[config.mk]
export PLATFORM = sky130hd
export DESIGN_NAME = vector_shift_engine
export DESIGN_NICKNAME = d
export VERILOG_FILES = /design/src/rtl/vector_shift_engine_pkg.sv /design/src/rtl/vector_shift_engine_shift_lane.sv /design/src/rtl/vector_shift_engine.sv
export SDC_FILE = /design/constraint.sdc
export NUM_CORES = 2
export LEC_CHECK = 0
export CAP_MARGIN = 30
export CORE_MARGIN = 8
export CORE_UTILIZATION = 30
export CTS_CLUSTER_DIAMETER = 80
export DETAILED_ROUTE_END_ITERATION = 16
export DONT_BUFFER_PORTS = 1
export PLACE_DENSITY = 0.44
export SLEW_MARGIN = 25
export SYNTH_ARGS = -nofsm -noshare
export SYNTH_HDL_FRONTEND = slang
export SYNTH_SLANG_ARGS = --single-unit
[constraint.sdc]
create_clock -name clk -period 10.35 [get_ports clk]
set_input_delay 2.07 -clock clk [delete_from_list [all_inputs] [get_ports clk]]
set_output_delay 2.07 -clock clk [all_outputs]
set_load 0.02 [all_outputs]
[src/rtl/vector_shift_engine_pkg.sv]
// Shared constants, shift-mode encodings, FSM state codes and vector type for the
// vector shift engine.
package vector_shift_engine_pkg;

  localparam int unsigned MAX_NEURONS = 16;
  localparam int unsigned DATA_W      = 32;

  localparam logic [1:0] SHM_LSR      = 2'b00;
  localparam logic [1:0] SHM_ASR      = 2'b01;
  localparam logic [1:0] SHM_LSL_SAT  = 2'b10;
  localparam logic [1:0] SHM_LSL_WRAP = 2'b11;

  typedef logic [1:0] vse_state_t;
  localparam vse_state_t ST_IDLE = 2'd0;
  localparam vse_state_t ST_PROC = 2'd1;
  localparam vse_state_t ST_DONE = 2'd2;

  typedef logic [MAX_NEURONS-1:0][DATA_W-1:0] vec_t;

endpackage

[src/rtl/vector_shift_engine_shift_lane.sv]
// Combinational single-element shifter: logical/arithmetic right with optional
// round-half-up, left saturating (with overflow flag) and left wrapping.
module vector_shift_engine_shift_lane #(
  parameter int unsigned WIDTH   = 32,
  parameter int unsigned SHAMT_W = 6
) (
  input  logic [WIDTH-1:0]   x,
  input  logic [SHAMT_W-1:0] s,
  input  logic [1:0]         mode,
  input  logic               rnd,
  output logic [WIDTH-1:0]   y,
  output logic               ovf
);
  import vector_shift_engine_pkg::*;

  logic               big;
  logic               rbit;
  logic               fits;
  logic [SHAMT_W-1:0] sm1;
  logic [WIDTH-1:0]   lsr;
  logic [WIDTH-1:0]   asr;
  logic [WIDTH-1:0]   lsl;
  logic [WIDTH-1:0]   back;
  logic [WIDTH-1:0]   rnd_src;

  always_comb begin
    big     = 32'(s) >= WIDTH;
    lsr     = x >> s;
    asr     = $signed(x) >>> s;
    lsl     = x << s;
    back    = $signed(lsl) >>> s;
    // Exact left shift iff shifting back recovers the original value.
    fits    = !big && (back == x);
    sm1     = s - SHAMT_W'(1);
    rnd_src = x >> sm1;
    rbit    = rnd && (s != '0) && !big && rnd_src[0];

    y   = '0;
    ovf = 1'b0;
    unique case (mode)
      SHM_LSR: y = lsr + WIDTH'(rbit);
      SHM_ASR: y = asr + WIDTH'(rbit);
      SHM_LSL_SAT: begin
        if (x == '0) begin
          y = '0;
        end else if (fits) begin
          y = lsl;
        end else begin
          y   = x[WIDTH-1] ? {1'b1, {(WIDTH-1){1'b0}}} : {1'b0, {(WIDTH-1){1'b1}}};
          ovf = 1'b1;
        end
      end
      SHM_LSL_WRAP: y = lsl;
    endcase
  end

endmodule

[src/rtl/vector_shift_engine.sv]
// Handshaked vector shifter: captures a vector, shifts LANES elements per cycle
// into a result register, then holds the result until the consumer takes it.
module vector_shift_engine #(
  parameter int unsigned N_ELEM  = vector_shift_engine_pkg::MAX_NEURONS,
  parameter int unsigned DATA_W  = vector_shift_engine_pkg::DATA_W,
  parameter int unsigned LANES   = 4,
  parameter int unsigned SHAMT_W = 6
) (
  input  logic                     clk,
  input  logic                     rst_n,
  input  logic                     in_valid,
  output logic                     in_ready,
  input  logic [N_ELEM*DATA_W-1:0] in_vector,
  input  logic [SHAMT_W-1:0]       in_shamt,
  input  logic [1:0]               in_mode,
  input  logic                     in_round,
  output logic                     out_valid,
  input  logic                     out_ready,
  output logic [N_ELEM*DATA_W-1:0] out_vector,
  output logic                     out_ovf
);
  import vector_shift_engine_pkg::*;

  localparam int unsigned IDX_W = $clog2(N_ELEM + LANES + 1);
  localparam int unsigned EW    = (N_ELEM > 1) ? $clog2(N_ELEM) : 1;

  vse_state_t                    state_q, state_d;
  logic [IDX_W-1:0]              idx_q, idx_d;
  logic [N_ELEM-1:0][DATA_W-1:0] src_q, res_q, res_d;
  logic [SHAMT_W-1:0]            shamt_q;
  logic [1:0]                    mode_q;
  logic                          round_q;
  logic                          ovf_q, ovf_d;
  logic                          accept;

  logic [LANES-1:0][31:0]        lane_pos;
  logic [LANES-1:0][EW-1:0]      lane_idx;
  logic [LANES-1:0]              lane_en;
  logic [LANES-1:0][DATA_W-1:0]  lane_x, lane_y;
  logic [LANES-1:0]              lane_ovf;

  // Lanes past the last element are disabled: they read zero and write nothing.
  always_comb begin
    for (int l = 0; l < LANES; l++) begin
      lane_pos[l] = 32'(idx_q) + 32'(l);
      lane_en[l]  = lane_pos[l] < N_ELEM;
      lane_idx[l] = lane_pos[l][EW-1:0];
      lane_x[l]   = lane_en[l] ? src_q[lane_idx[l]] : '0;
    end
  end

  for (genvar g = 0; g < LANES; g++) begin : g_lane
    vector_shift_engine_shift_lane #(
      .WIDTH   (DATA_W),
      .SHAMT_W (SHAMT_W)
    ) u_lane (
      .x    (lane_x[g]),
      .s    (shamt_q),
      .mode (mode_q),
      .rnd  (round_q),
      .y    (lane_y[g]),
      .ovf  (lane_ovf[g])
    );
  end

  always_comb begin
    state_d = state_q;
    idx_d   = idx_q;
    res_d   = res_q;
    ovf_d   = ovf_q;
    accept  = 1'b0;
    case (state_q)
      ST_IDLE: begin
        if (in_valid) begin
          accept  = 1'b1;
          idx_d   = '0;
          ovf_d   = 1'b0;
          state_d = ST_PROC;
        end
      end
      ST_PROC: begin
        // The index running past the end retires the vector on the next edge.
        if (32'(idx_q) >= N_ELEM) begin
          state_d = ST_DONE;
        end else begin
          for (int l = 0; l < LANES; l++) begin
            if (lane_en[l]) begin
              res_d[lane_idx[l]] = lane_y[l];
              ovf_d              = ovf_d | lane_ovf[l];
            end
          end
          idx_d = idx_q + IDX_W'(LANES);
        end
      end
      ST_DONE: begin
        if (out_ready) state_d = ST_IDLE;
      end
      default: state_d = ST_IDLE;
    endcase
  end

  always_ff @(posedge clk or negedge rst_n) begin
    if (!rst_n) begin
      state_q <= ST_IDLE;
      idx_q   <= '0;
      src_q   <= '0;
      res_q   <= '0;
      shamt_q <= '0;
      mode_q  <= SHM_LSR;
      round_q <= 1'b0;
      ovf_q   <= 1'b0;
    end else begin
      state_q <= state_d;
      idx_q   <= idx_d;
      res_q   <= res_d;
      ovf_q   <= ovf_d;
      if (accept) begin
        src_q   <= in_vector;
        shamt_q <= in_shamt;
        mode_q  <= in_mode;
        round_q <= in_round;
      end
    end
  end

  assign in_ready   = (state_q == ST_IDLE);
  assign out_valid  = (state_q == ST_DONE);
  assign out_vector = res_q;
  assign out_ovf    = ovf_q;

endmodule

-- Word level (Yosys, flattened, before mapping)
Index checks and enable logic that the tools add are counted.
- register bits after elaboration: 1041
- input bits: 525
- output and inout port bits: 515
- add/subtract/negate cells: 13
- magnitude comparators: 14
- equality and inequality tests: 13
- shift operators: 20
- multiplexer cells: 84
- bitwise gates (word level): 5
- reductions and logical operators: 26
- operators by type and width (kind ; count):
    $mux W512 ; 10
    $bwmux W512 ; 4
    $mux W32 ; 24
    $bmux W32 S4 ; 4
    $demux W32 S4 ; 4
    $pmux W32 S4 ; 4
    $add A32 B1 Y32 ; 8
    $sshr A32 B6 Y32 ; 8
    $eq A32 B32 Y1 ; 4
    $logic_not A32 Y1 ; 4
    $shl A32 B6 Y32 ; 4
    $shr A32 B6 Y1 ; 4
    $shr A32 B6 Y32 ; 4
    $mux W1 ; 26
    $lt A4 B5 Y1 const B ; 4
    $lt A6 B5 Y1 const B ; 3
    $ge A4 B1 Y1 const B ; 4
    $logic_and A1 B1 Y1 ; 14
    $add A5 B2 Y6 const B ; 2
    $mux W5 ; 2
    $pmux W5 S2 ; 1
    $add A5 B1 Y6 const B ; 1
    $eq A2 B2 Y1 const B ; 3
    $ge A6 B6 Y1 const B ; 1
    18 further kinds ; 28

-- Depth between registers and ports, before layout
- word-level depth: 26
- mapped depth: 36

-- By module
Synthesis repeated with hierarchy kept, for this count alone.
- cells, all modules: 8043
- area, all modules: 82003.6 sq um
- modules (own cells, without submodules) (module ; instances ; cells each ; area each (sq um)):
    vector_shift_engine ; 1 ; 2516 ; 42975.0
    vector_shift_engine_shift_lane (g_lane[0].u_lane ...) ; 3 ; 1388 ; 9741.8
    vector_shift_engine_shift_lane (g_lane[3].u_lane) ; 1 ; 1363 ; 9803.2

-- Worst setup path before layout
Ideal clock, no wire load.
- path kind: register to register
- start: register shamt_q[0]
- end: register res_q (netlist bit out_vector[191])
- setup time: 0.137 ns
- data arrival time: 8.022 ns
- slack: 2.191 ns
- cell stages (with the launch flop): 34
- period minus slack after synthesis: 8.159 ns
- cells stage by stage: dfrtp_1 buf_2 inv_1 buf_2 buf_2 buf_2 buf_2 buf_2 buf_2 buf_2 buf_2 buf_2 buf_2 buf_1 buf_1 ha_1 inv_1 clkbuf_1 mux4_2 a31oi_1 a2111oi_0 ha_1 inv_1 a221oi_1 and3_1 nand2b_1 or3_1 clkbuf_1 nor2_1 nand2_1 nor3b_1 mux2_2 a211oi_1 o21ai_0
- word-level cells in the longest chain between the ends: 21
- ends and longest elaborated chain (item ; line ; RTL):
    start, declared ; vector_shift_engine.sv:30 ; logic [SHAMT_W-1:0] shamt_q;
    start signal, assigned ; vector_shift_engine.sv:119 ; shamt_q <= in_shamt;
    branches (longest 20 deep; another with $add A32 B1 Y32) ; - ;
    $mux W512 * ; vector_shift_engine.sv:87 ; if (lane_en[l]) begin
    end signal, assigned ; vector_shift_engine.sv:115 ; res_q <= res_d;
    end, declared ; vector_shift_engine.sv:29 ; logic [N_ELEM-1:0][DATA_W-1:0] src_q, res_q, res_d;
Mark *: on every way between the ends. The select of a mux whose other input is x is not followed.
A chain may end at the register's enable or synchronous reset.

-- Final worst setup path
- start: register idx_q[3]
- end: register res_q (netlist bit out_vector[271])
- word-level cells in the longest chain between the ends: 24
- ends and longest elaborated chain (item ; line ; RTL):
    start, declared ; vector_shift_engine.sv:28 ; logic [IDX_W-1:0] idx_q, idx_d;
    start signal, assigned ; vector_shift_engine.sv:114 ; idx_q <= idx_d;
    branches (longest 24 deep; another with $add A5 B1 Y6) ; - ;
Parallel ways; which one is timed is not known. The select of a mux whose other input is x is not followed.

==> flow_metrics.tcl <==
set metrics [dict create \
    grt_overflow 0 \
    drc 0 \
    setup_viol 0 \
    fin_nets 9398 \
    grt_pass1_wl_um 790500 \
    period_needed_ps 9063 \
    critPathMostFrequentCell "buf_4" \
    tritoncts.num_buffers 124 \
    report.final.slew_viol_count 0 \
    min_to "src_q[382]" \
    reg2reg_depth 19 \
    grt_pass1_vias 81262 \
    drtIter0Drc 12332 \
    track_usage_pct 40.01 \
    worst_pin_slew_ps 1224 \
    worstSetupPathType "reg2reg" \
    num_rows 190 \
    slowest_stage "dfrtp_4" \
    outcome "finished, final reports clean" \
    drt-total-wl_um 603300 \
    path_clk_slew_ps 60 \
    async_reset_ff_share_pct 100.0 \
    final.setup.tns_ps 0 \
    synth_area_mm2 0.08092 \
    area.sequential_mm2 0.02604 \
    synth-seq-cells 1039 \
    arrival_ps 9800 \
    hold_depth 1 \
    clk_latency_ps 930 \
    syn_inst 8973 \
    critical_path.max_fanout 88 \
    drive_above_1_share_pct 22.33 \
    setup.worst_path.start_class "flop" \
    gp_congestion 1.058 \
    crit_required_ps 11080 \
    die_h_um 535.4 \
    critPathCaptureType "flop" \
    syn-num-nets 9515 \
    cpPeakStageDelay_ps 850 \
    cts_buffer_depth 4 \
    fin_skew_ps 119.7 \
    reg2reg_from "idx_q[3]" \
    ys_seq_area_share_pct 32.13 \
    wl_per_cell_um 47.88 \
    ys_warn_count 0 \
    postCtsResizedCells 0 \
    postCtsSetupRepairBufs 0 \
    antenna_found_initial 183 \
    coreArea_mm2 0.2682 \
    cts_num_sinks 1039 \
    syn2layout_area_growth_pct 12.83 \
    cts_root_buf "clkbuf_16" \
    r2r_slack_ps 1290 \
    min_from "src_q[382]" \
    multi_input_area_mm2 0.05179 \
    num_vias 87361 \
    r2r-end "out_vector[271]" \
    cts_max_level 3 \
    hold_violations 0 \
    cap_violations 0 \
    cts_tree "built" \
    die_area_mm2 0.2866 \
    slew_headroom_pct 16.06 \
    synth_edf_count 0 \
    fillers 27924 \
    io_pins 1040 \
    fmax_mhz 110.3 \
    path_cells "buf_12 > mux2i_1 > o22ai_1 > nor4_2 > mux2i_2 > a2111oi_2 > nand3_1 > a22oi_1 > a41oi_1 > o211ai_1 > a32oi_1 > o21ai_0 > a2111oi_1 > buf_4 > and3_1 > o21ai_4 > buf_4 > o21ai_1 > a31oi_1" \
    ctsHoldBuffers 0 \
    holdCritPathClass "reg2reg" \
    via_per_inst 6.933 \
    drtAntennaViolNets 0 \
    synth_flop_cell "dfrtp_1" \
    port_buffers 0 \
    post-route-period-util_pct 87.57 \
    ys_types 122 \
    syn_avg_cell_area_um2 9.018 \
    die_x_um 535.4 \
    start_util_pct 30.18 \
    place_hpwl_um 472900 \
    drtPass1Iterations 8 \
    rsz0062_at_grt "false" \
    grt_max_degree 137 \
]
[synth_stat cells (22+ instances only)]
cell       number  share of area, %
a211o_1        22              0.24
a211oi_1      109               1.0
a21o_1         38              0.35
a21oi_1       497               3.1
a221oi_1       75              0.81
a22o_1         25              0.27
a22oi_1       108               1.0
a2bb2oi_1      24              0.26
a31oi_1        94              0.73
a32oi_1        27              0.29
and2_1         76              0.59
and3_1         36              0.28
buf_1          89              0.41
buf_2         152              0.94
buf_4          42              0.39
buf_6          52              0.72
clkbuf_1      458               2.1
dfrtp_1      1039                32
inv_1          34              0.16
mux2_2        623               8.7
mux2i_1       407               5.0
mux4_2        267               7.4
nand2_1      1163               5.4
nand2b_1       30              0.23
nand3_1       212               1.3
nand4_1        88              0.68
nor2_1        684               3.2
nor3_1        198               1.2
nor4_1         98              0.76
nor4_2         26              0.40
o2111ai_1      29              0.31
o211ai_1       96              0.89
o21ai_0       506               3.1
o21ai_1        53              0.33
o221ai_1       60              0.65
o22a_1        132               1.4
o22ai_1       506               3.9
o22ai_2        29              0.45
o31ai_1        84              0.78
o32ai_1        28              0.30
or2_2          26              0.20
or3_1          24              0.19
or4_1          22              0.20
xnor2_1        80              0.87
xor2_1         62              0.67
[registers in the layout (all words and copies together), names as in the netlist]
name	flops
mode_q	2
idx_q	3
out_ovf	1
shamt_q	6
out_vector	512
src_q	512
state_q	2
round_q	1
[routing by layer]
layer | global-route usage, % | vias up | wire (um)
li1 | - | 34441 | -
met1 | 53.22 | 44890 | 249300
met2 | 55.55 | 6516 | 238900
met3 | 16.10 | 1372 | 76310
met4 | 20.21 | 142 | 37740
met5 | 0.2024 | - | 997
[cell type report]
cell class	instances	share of cell area (%)
Antenna cell	95	0.2604
Clock buffer	175	3.838
Clock inverter	48	0.5961
Inverter	38	0.1932
Multi-Input combinational cell	7103	56.72
Sequential cell	1039	28.52
Tap cell	3552	4.868
Timing Repair Buffer	550	5.006
[critical path, delay by kind of cell (launching register included)]
family / cells / cell delay, ps
multiplexers: 2 / 1020
buffers and inverters: 3 / 940
AO/OA/AOI/OAI: 11 / 4020
flip-flops: 1 / 850
AND/OR/NAND/NOR: 3 / 1780
[how the worst max path moves through the flow]
stage                     from         endpoint  slack [ps]
floorplan           shamt_q[0]  out_vector[191]        2190
global placement      idx_q[3]  out_vector[281]        1340
detailed placement    idx_q[3]  out_vector[271]        1740
CTS                   idx_q[3]  out_vector[271]        1620
global route          idx_q[3]  out_vector[271]        1000
finish                idx_q[3]  out_vector[271]        1290
[metrics by stage]
| stage | hold slack (ps) | area [um^2] | util (%) | cells | worst slack [ps] |
|---|---|---|---|---|---|
| 6_report | 499.6 | 91300 | 34.05 | 12600 | 1287 |
| 5_1_grt | 525.1 | 91150 | 33.99 | 12538 | 1004 |
| 4_1_cts | 506.4 | 90900 | 33.90 | 12493 | 1616 |
| 3_5_place_dp | 492.2 | 86850 | 32.39 | 12270 | 1738 |
| 3_3_place_gp | 491.6 | 86540 | 32.27 | 12245 | 1342 |
| 2_1_floorplan | 475.2 | 80920 | - | 8973 | 2191 |
[kinds of logic after synthesis]
group | synth area share [%]
muxes | 21.20
buffers and inverters | 4.767
and+or+nand+nor | 15.92
DFF | 32.13
xor gates and xnor gates | 1.537
AOI/OAI and AO/OA | 24.18
adders and majority gates | 0.2628
[cell usage in the layout, fill, tap and decap left out, types with 212 or more instances in the layout]
master and instances:
mux2i_1 406, o21ai_0 501, nor2_1 636, nand2_1 1142
buf_4 501, o22ai_1 505, nand3_1 212, dfrtp_1 1029
a21oi_1 493, mux4_2 267, mux2_2 623
Power is left out: the tool's default activity adds up to more than one toggle a clock period on the data nets, which glitch-free logic cannot reach.
